$ cat src/rtl/tim_ram_pkg.sv
// Shared widths and response-pipeline entry type for the RAM arbiter slice.
package tim_ram_pkg;

  localparam int ADDR_W_DEF = 4;
  localparam int DATA_W_DEF = 8;
  localparam int MAX_REQ    = 4;

  // Requester ids are sized for the largest supported requester count so the
  // pipeline entry type can live here, independent of the top's NUM_REQ.
  localparam int REQ_ID_W = $clog2(MAX_REQ);

  typedef struct packed {
    logic                valid;
    logic [REQ_ID_W-1:0] id;
  } resp_entry_t;

  function automatic logic [REQ_ID_W-1:0] next_id(input logic [REQ_ID_W-1:0] id,
                                                  input int num_req);
    if (int'(id) >= num_req - 1) return '0;
    return id + REQ_ID_W'(1);
  endfunction

endpackage

$ cat src/rtl/tim_rr_arb.sv
// Combinational round-robin pick: scans upward from ptr with wrap, first requester wins.
module tim_rr_arb
  import tim_ram_pkg::*;
#(
  parameter int NUM_REQ = 2
) (
  input  logic [NUM_REQ-1:0]  req,
  input  logic [REQ_ID_W-1:0] ptr,
  output logic [NUM_REQ-1:0]  gnt,
  output logic [REQ_ID_W-1:0] winner,
  output logic                found
);

  always_comb begin
    gnt    = '0;
    winner = '0;
    found  = 1'b0;
    for (int off = 0; off < NUM_REQ; off++) begin
      if (!found && req[(int'(ptr) + off) % NUM_REQ]) begin
        found  = 1'b1;
        winner = REQ_ID_W'((int'(ptr) + off) % NUM_REQ);
        gnt[(int'(ptr) + off) % NUM_REQ] = 1'b1;
      end
    end
  end

endmodule

$ cat src/rtl/tim_ram_arbiter.sv
// Round-robin sharing of one single-port registered-read RAM among NUM_REQ requesters.
module tim_ram_arbiter
  import tim_ram_pkg::*;
#(
  parameter int NUM_REQ = 2,
  parameter int ADDR_W  = ADDR_W_DEF,
  parameter int DATA_W  = DATA_W_DEF
) (
  input  logic                      clk,
  input  logic                      rst_n,
  input  logic [NUM_REQ-1:0]        req,
  input  logic [NUM_REQ-1:0]        we,
  input  logic [NUM_REQ*ADDR_W-1:0] addr,
  input  logic [NUM_REQ*DATA_W-1:0] wdata,
  output logic [NUM_REQ-1:0]        gnt,
  output logic [NUM_REQ-1:0]        rvalid,
  output logic [DATA_W-1:0]         rdata,
  output logic                      ram_e,
  output logic                      ram_we,
  output logic [ADDR_W-1:0]         ram_addr,
  output logic [DATA_W-1:0]         ram_di,
  input  logic [DATA_W-1:0]         ram_do
);

  logic [REQ_ID_W-1:0] ptr;
  logic [REQ_ID_W-1:0] winner;
  logic [NUM_REQ-1:0]  arb_gnt;
  logic                found;
  logic                accept;
  logic                sel_we;
  logic [ADDR_W-1:0]   sel_addr;
  logic [DATA_W-1:0]   sel_wdata;
  resp_entry_t         stage1;
  resp_entry_t         stage2;

  tim_rr_arb #(
    .NUM_REQ (NUM_REQ)
  ) u_arb (
    .req    (req),
    .ptr    (ptr),
    .gnt    (arb_gnt),
    .winner (winner),
    .found  (found)
  );

  // Grants are suppressed during reset so nothing transfers on a reset edge.
  assign gnt       = rst_n ? arb_gnt : '0;
  assign accept    = rst_n & found;
  assign sel_we    = we[int'(winner)];
  assign sel_addr  = addr[int'(winner)*ADDR_W +: ADDR_W];
  assign sel_wdata = wdata[int'(winner)*DATA_W +: DATA_W];

  always_ff @(posedge clk) begin
    if (!rst_n) begin
      ptr      <= '0;
      ram_e    <= 1'b0;
      ram_we   <= 1'b0;
      ram_addr <= '0;
      ram_di   <= '0;
      stage1   <= '0;
      stage2   <= '0;
    end else begin
      ram_e        <= accept;
      ram_we       <= accept & sel_we;
      stage1.valid <= accept & ~sel_we;
      stage1.id    <= winner;
      stage2       <= stage1;
      if (accept) begin
        ptr      <= next_id(winner, NUM_REQ);
        ram_addr <= sel_addr;
        ram_di   <= sel_wdata;
      end
    end
  end

  // stage2 lines up with the cycle in which the RAM's registered output is valid.
  always_comb begin
    rvalid = '0;
    if (stage2.valid) rvalid[int'(stage2.id)] = 1'b1;
  end

  assign rdata = ram_do;

endmodule

$ cat config.mk
export PLATFORM = sky130hd
export DESIGN_NAME = tim_ram_arbiter
export DESIGN_NICKNAME = d
export VERILOG_FILES = /design/src/rtl/tim_ram_pkg.sv /design/src/rtl/tim_rr_arb.sv /design/src/rtl/tim_ram_arbiter.sv
export SDC_FILE = /design/constraint.sdc
export NUM_CORES = 1
export LEC_CHECK = 0
export CAP_MARGIN = 20
export CORE_ASPECT_RATIO = 0.8
export CORE_UTILIZATION = 30
export CTS_CLUSTER_SIZE = 24
export DETAILED_ROUTE_END_ITERATION = 7
export PLACE_DENSITY = 0.71
export SLEW_MARGIN = 10
export SYNTH_ARGS = -nofsm -noshare
export SYNTH_HDL_FRONTEND = slang
export SYNTH_SLANG_ARGS = --single-unit
export TNS_END_PERCENT = 50
$ cat constraint.sdc
create_clock -name clk -period 1.54 [get_ports clk]
set_input_delay 0.308 -clock clk [delete_from_list [all_inputs] [get_ports clk]]
set_output_delay 0.308 -clock clk [all_outputs]
set_load 0.1 [all_outputs]
* After elaboration in Yosys (flattened, before gate mapping)
Cells that the tools add are included.
Word-level totals: input bits 38, bits in registers 21, word-level logic and storage cells 58, output and inout port bits 26
Operators by class: reductions and logical operators 5, magnitude comparators 8, $add $sub $neg 2, multiplexer cells 26, shift operators 2, bitwise gates (word level) 6
Operators by type and width (number):
- $mux 1 | 18
- $shiftx 16x6->8 | 1
- $mux 2 | 5
- $shiftx 8x5->4 | 1
- $ge 2x1->1 const B | 3
- $logic_and 1x1->1 | 4
- $lt 2x2->1 const B | 2
- $and 1x1->1 | 3
- $demux 1 s1 | 3
- $lt 2x3->1 const B | 1
- $add 1x1->1 const B | 2
- $lt 1x2->1 const B | 1
- $or 2x2->2 | 1
- $and 1x1->1 const A | 1
- $ge 1x1->1 const B | 1
- $logic_not 1->1 | 1
- $not 1->1 | 1

* Longest topological paths before layout
depth in word-level cells 12, depth in mapped cells 4, mapped depth without buffers 3

* Cells and area by module
Synthesis repeated with hierarchy kept, for this count alone.
Unflattened totals: cells, all modules 89, area, all modules 977.2 um2
Modules (own cells, without submodules):
- tim_ram_arbiter | seq. area each 440.4 um2, area each 933.4 um2, instances 1, cells an instance 82
- tim_rr_arb | seq. area each 0.0 um2, area each 43.8 um2, instances 1, cells an instance 7

* Worst setup path after synthesis
No wires, ideal clock.
path type flip-flop to output port, start register stage2[2] (netlist bit), end output port rvalid[0], stages on the path, launching flop included 2, data required time 1.232 ns, data arrival time 1.651 ns, path slack -0.419 ns, path buffers 0, path through dfxtp_1 -> nor2b_1
Between the ends: word-level cells in the longest chain between the ends 1
RTL lines:
- from (decl) | line tim_ram_arbiter.sv:34 | resp_entry_t stage2;
- from (signal assigned) | line tim_ram_arbiter.sv:67 | stage2 <= stage1;
- $mux 2 | line tim_ram_arbiter.sv:79 | if (stage2.valid) rvalid[int'(stage2.id)] = 1'b1;
- to (decl) | line tim_ram_arbiter.sv:16 | output logic [NUM_REQ-1:0] rvalid,
Every way passes these cells.

* Worst setup path after layout
start register ptr[0], end output port gnt[1]
Between the ends: word-level cells in the longest chain between the ends 9, elaborated cells on any way between the ends 24, classes of those cells add/sub (1); order compare (4); mux (13); bitwise (2); reduce/logical (4)
RTL lines:
- from (decl) | line tim_ram_arbiter.sv:25 | logic [REQ_ID_W-1:0] ptr;
- from (signal assigned) | line tim_ram_arbiter.sv:69 | ptr <= next_id(winner, NUM_REQ);
- $add 1x1->1 | line tim_rr_arb.sv:19, tim_rr_arb.sv:22
- $and 1x1->1 (no line)
- $lt 2x3->1 (not written as such) or $ge 2x1->1 (tied branches) | line tim_rr_arb.sv:22 | gnt[(int'(ptr) + off) % NUM_REQ] = 1'b1;
- $logic_and 1x1->1 (not written as such) | line tim_rr_arb.sv:22
- $mux 1 (not written as such) | line tim_rr_arb.sv:22
- $demux 1 s1
- $or 2x2->2 (no line)
- $mux 2 * | line tim_rr_arb.sv:19 | if (!found && req[(int'(ptr) + off) % NUM_REQ]) begin
- $mux 2 * | line tim_ram_arbiter.sv:47 | assign gnt = rst_n ? arb_gnt : '0;
- to (decl) | line tim_ram_arbiter.sv:15 | output logic [NUM_REQ-1:0] gnt,
Every way passes the cells marked *; elsewhere a longest branch is shown, timed or not. The select of a mux whose other input is x is not followed.

==> results_dict.tcl <==
set metrics [dict create \
    status "completed" \
    multi_input_area_um2 345 \
    powerDensity_nw_per_um2 882 \
    grt_pass1_vias 747 \
    rows 16 \
    clock_sinks 19 \
    critical_path_class "register to primary output" \
    synth_compound_area_share_pct 18.8 \
    numPortBuffers 47 \
    syn_area_per_cell_um2 10.9 \
    dr.pass1.iters 4 \
    critPathArrivalTime_ns 1.18 \
    drt_wl_total_um 2330 \
    worst_slew_pin_slew_ns 0.610 \
    fp.dieArea_um2 2870 \
    vdd_drop_max_uv 435 \
    start_kind "register" \
    synth_area_leader_cell "dfxtp_1" \
    drc 0 \
    fp.dieH_um 48.1 \
    synth-simple-area-share_pct 22.6 \
    wl_per_cell_um 14.4 \
    yosysWarnings 0 \
    synth_xor_area_share_pct 0 \
    grtUsageTotal_pct 17.4 \
    post-route-period-util_pct 96.7 \
    synth_top_area_share_pct 47.6 \
    drive_above_1_share_pct 33.3 \
    cts.path.max_buffers 2 \
    place_ws_ns -0.605 \
    initial_core_util_pct 32.2 \
    cp_data_required_time_ns 1.23 \
    dr.first_iter.drc_count 16 \
    clkSlewWorstSetupHoldPaths_ns 0.11 \
    io_pins 64 \
    cts_tree "yes" \
    holdCritPathClass "register to register" \
    core_um2 2480 \
    utilization_pct 62.7 \
    synth_area_um2 798 \
    dpl.hpwl_um 1550 \
    worst-path-max-fanout 3 \
    timing.fmax_mhz 672 \
    place_congestion 0.719 \
    antenna_found_initial 0 \
    drtAntennaViolNets 0 \
    vias 765 \
    die_x_um 59.7 \
    ctsHoldBuffers 0 \
    setup_viol 0 \
    ys_top_cells_by_area "dfxtp_1 48%, a221o_1 15%, and2_1 12%, buf_4 7.5%, a21boi_0 2.8%" \
    synthAdderAreaFrac_pct 0 \
    grt_pass1_wl_um 3480 \
    htreeDepth 1 \
    regArea_um2 382 \
    synth-seq-cells 19 \
    worst_slack_ns 0.0513 \
    synth_top_family_by_area "simple AND/OR/NAND/NOR gates" \
    skew_ns 0.00827 \
    ys_seq_area_share_pct 47.6 \
    avgViaCountPerCell 4.72 \
    fin_crit_ns 1.49 \
    endpoint_kind "primary output" \
    n_antenna_cell 0 \
    p_leak_nw 0.644 \
    grt_max_degree 14 \
    layout.nets 165 \
    worstSkewPairLatency_ns 0.30 \
    maxCapViolCount 0 \
    maxSlewViolCount 0 \
    grt_setup_unrepaired "no" \
    syn_inst 73 \
    final_hold_viol_count 0 \
    synth_mux_area_share_pct 0 \
    fill_cells 208 \
    ys_types 16 \
    numCtsBuffers 3 \
    overflow 0 \
    slew_headroom_pct 59.1 \
    clockRootBuffer "clkbuf_4" \
    synth_nets 111 \
    area_growth_pct 95.0 \
]
-- cell type report --
| class | count | area share [%] |
|---|---|---|
| clock buffer | 3 | 1.45 |
| clock inverter | 1 | 0.322 |
| multi-input combinational | 43 | 22.2 |
| sequential | 19 | 24.5 |
| tap | 36 | 2.89 |
| timing repair buffer | 60 | 48.6 |
-- flip-flops by register name, indices dropped and copies added, names as in the netlist --
| signal | cells |
|---|---|
| ram_we | 1 |
| ram_e | 1 |
| stage1 | 2 |
| ram_addr | 4 |
| stage2 | 2 |
| ptr | 1 |
| ram_di | 8 |
-- report_power, final --
| part | switching, W | leakage, nW | total [W] | internal [W] |
|---|---|---|---|---|
| clock | 0.000154 | 0.0177 | 0.000251 | 0.0000968 |
| combinational | 0.000313 | 0.469 | 0.000560 | 0.000247 |
| sequential | 0.0000333 | 0.158 | 0.000561 | 0.000528 |
-- cell usage after synthesis (all sizes together) --
| cell type | instances |
|---|---|
| nand2b | 2 |
| nand2 | 1 |
| nor3b | 1 |
| and3 | 3 |
| dfxtp | 19 |
| buf | 10 |
| a21boi | 3 |
| o21a | 1 |
| nor2b | 1 |
| and2 | 15 |
| a221o | 12 |
| nand3b | 2 |
| nand3 | 2 |
| clkbuf | 1 |
-- worst max-delay path: stages, from the launching register on --
cell and delay, ns:
dfxtp_2 0.37, nand2b_4 0.14, and3_4 0.20, buf_12 0.17
-- worst paths after layout --
kind | endpoint | cells after the start | from | slack, ns
max | gnt[1] | 3 | ptr[0] | 0.05
min | stage2[2] | 1 | stage1[2] | 0.44
max reg2reg | ram_di[5] | 4 | ptr[0] | 0.28
min reg2reg | stage2[2] | 1 | stage1[2] | 0.44
-- kinds of logic (layout without fill, tap and decap cells) --
logic type             after synthesis  in the layout
AO/OA/AOI/OAI                       16             16
AND/OR/NAND/NOR                     27             27
flip-flops                          19             19
buffers and inverters               11             64
-- per-layer routing --
| layer | global-route usage [%] | vias to the layer above | wire (um) |
|---|---|---|---|
| li1 | - | 363 | - |
| met5 | 0 | - | 0 |
| met1 | 18.9 | 369 | 962 |
| met2 | 31.3 | 25 | 1200 |
| met3 | 5.31 | 8 | 131 |
| met4 | 9.30 | 0 | 42 |
-- metrics by stage --
stage | total power (W) | area, um^2 | std cells | hold WS [ns] | setup TNS, ns
CTS | 0.00138 | 1540 | 160 | 0.439 | 0
floorplan | 0.000953 | 801 | 73 | 0.412 | 0
detailed placement | 0.00111 | 1450 | 150 | 0.425 | -7.51
global route | 0.00143 | 1560 | 162 | 0.449 | 0
finish | 0.00137 | 1560 | 162 | 0.438 | 0
global placement | 0.00110 | 1450 | 150 | 0.419 | -6.79
-- placed cells by master (no fill, tap or decap) --
master	Yosys	final
a21boi_0	3	3
a221o_1	12	12
and2_1	15	15
and3_1	1	1
and3_4	2	2
buf_12	0	18
buf_4	8	10
buf_6	2	3
clkbuf_4	0	3
clkdlybuf4s15_1	0	1
clkdlybuf4s50_1	0	26
clkinv_2	0	1
dfxtp_1	19	18
dfxtp_2	0	1
dlygate4sd2_1	0	2
nand2_2	1	1
nand2b_1	2	1
nand2b_4	0	1
nand3_1	2	2
nand3b_1	2	2
nor2b_2	0	1
nor3b_2	0	1
o21a_1	1	1
-- repair_timing --
action,in CTS,in global routing
endpoints found under the setup margin,14,2
setup buffers,6,2
gates resized for setup,9,1
pin swaps,2,0
hold endpoints to repair,0,0
Power figures use the tool's default switching activity.
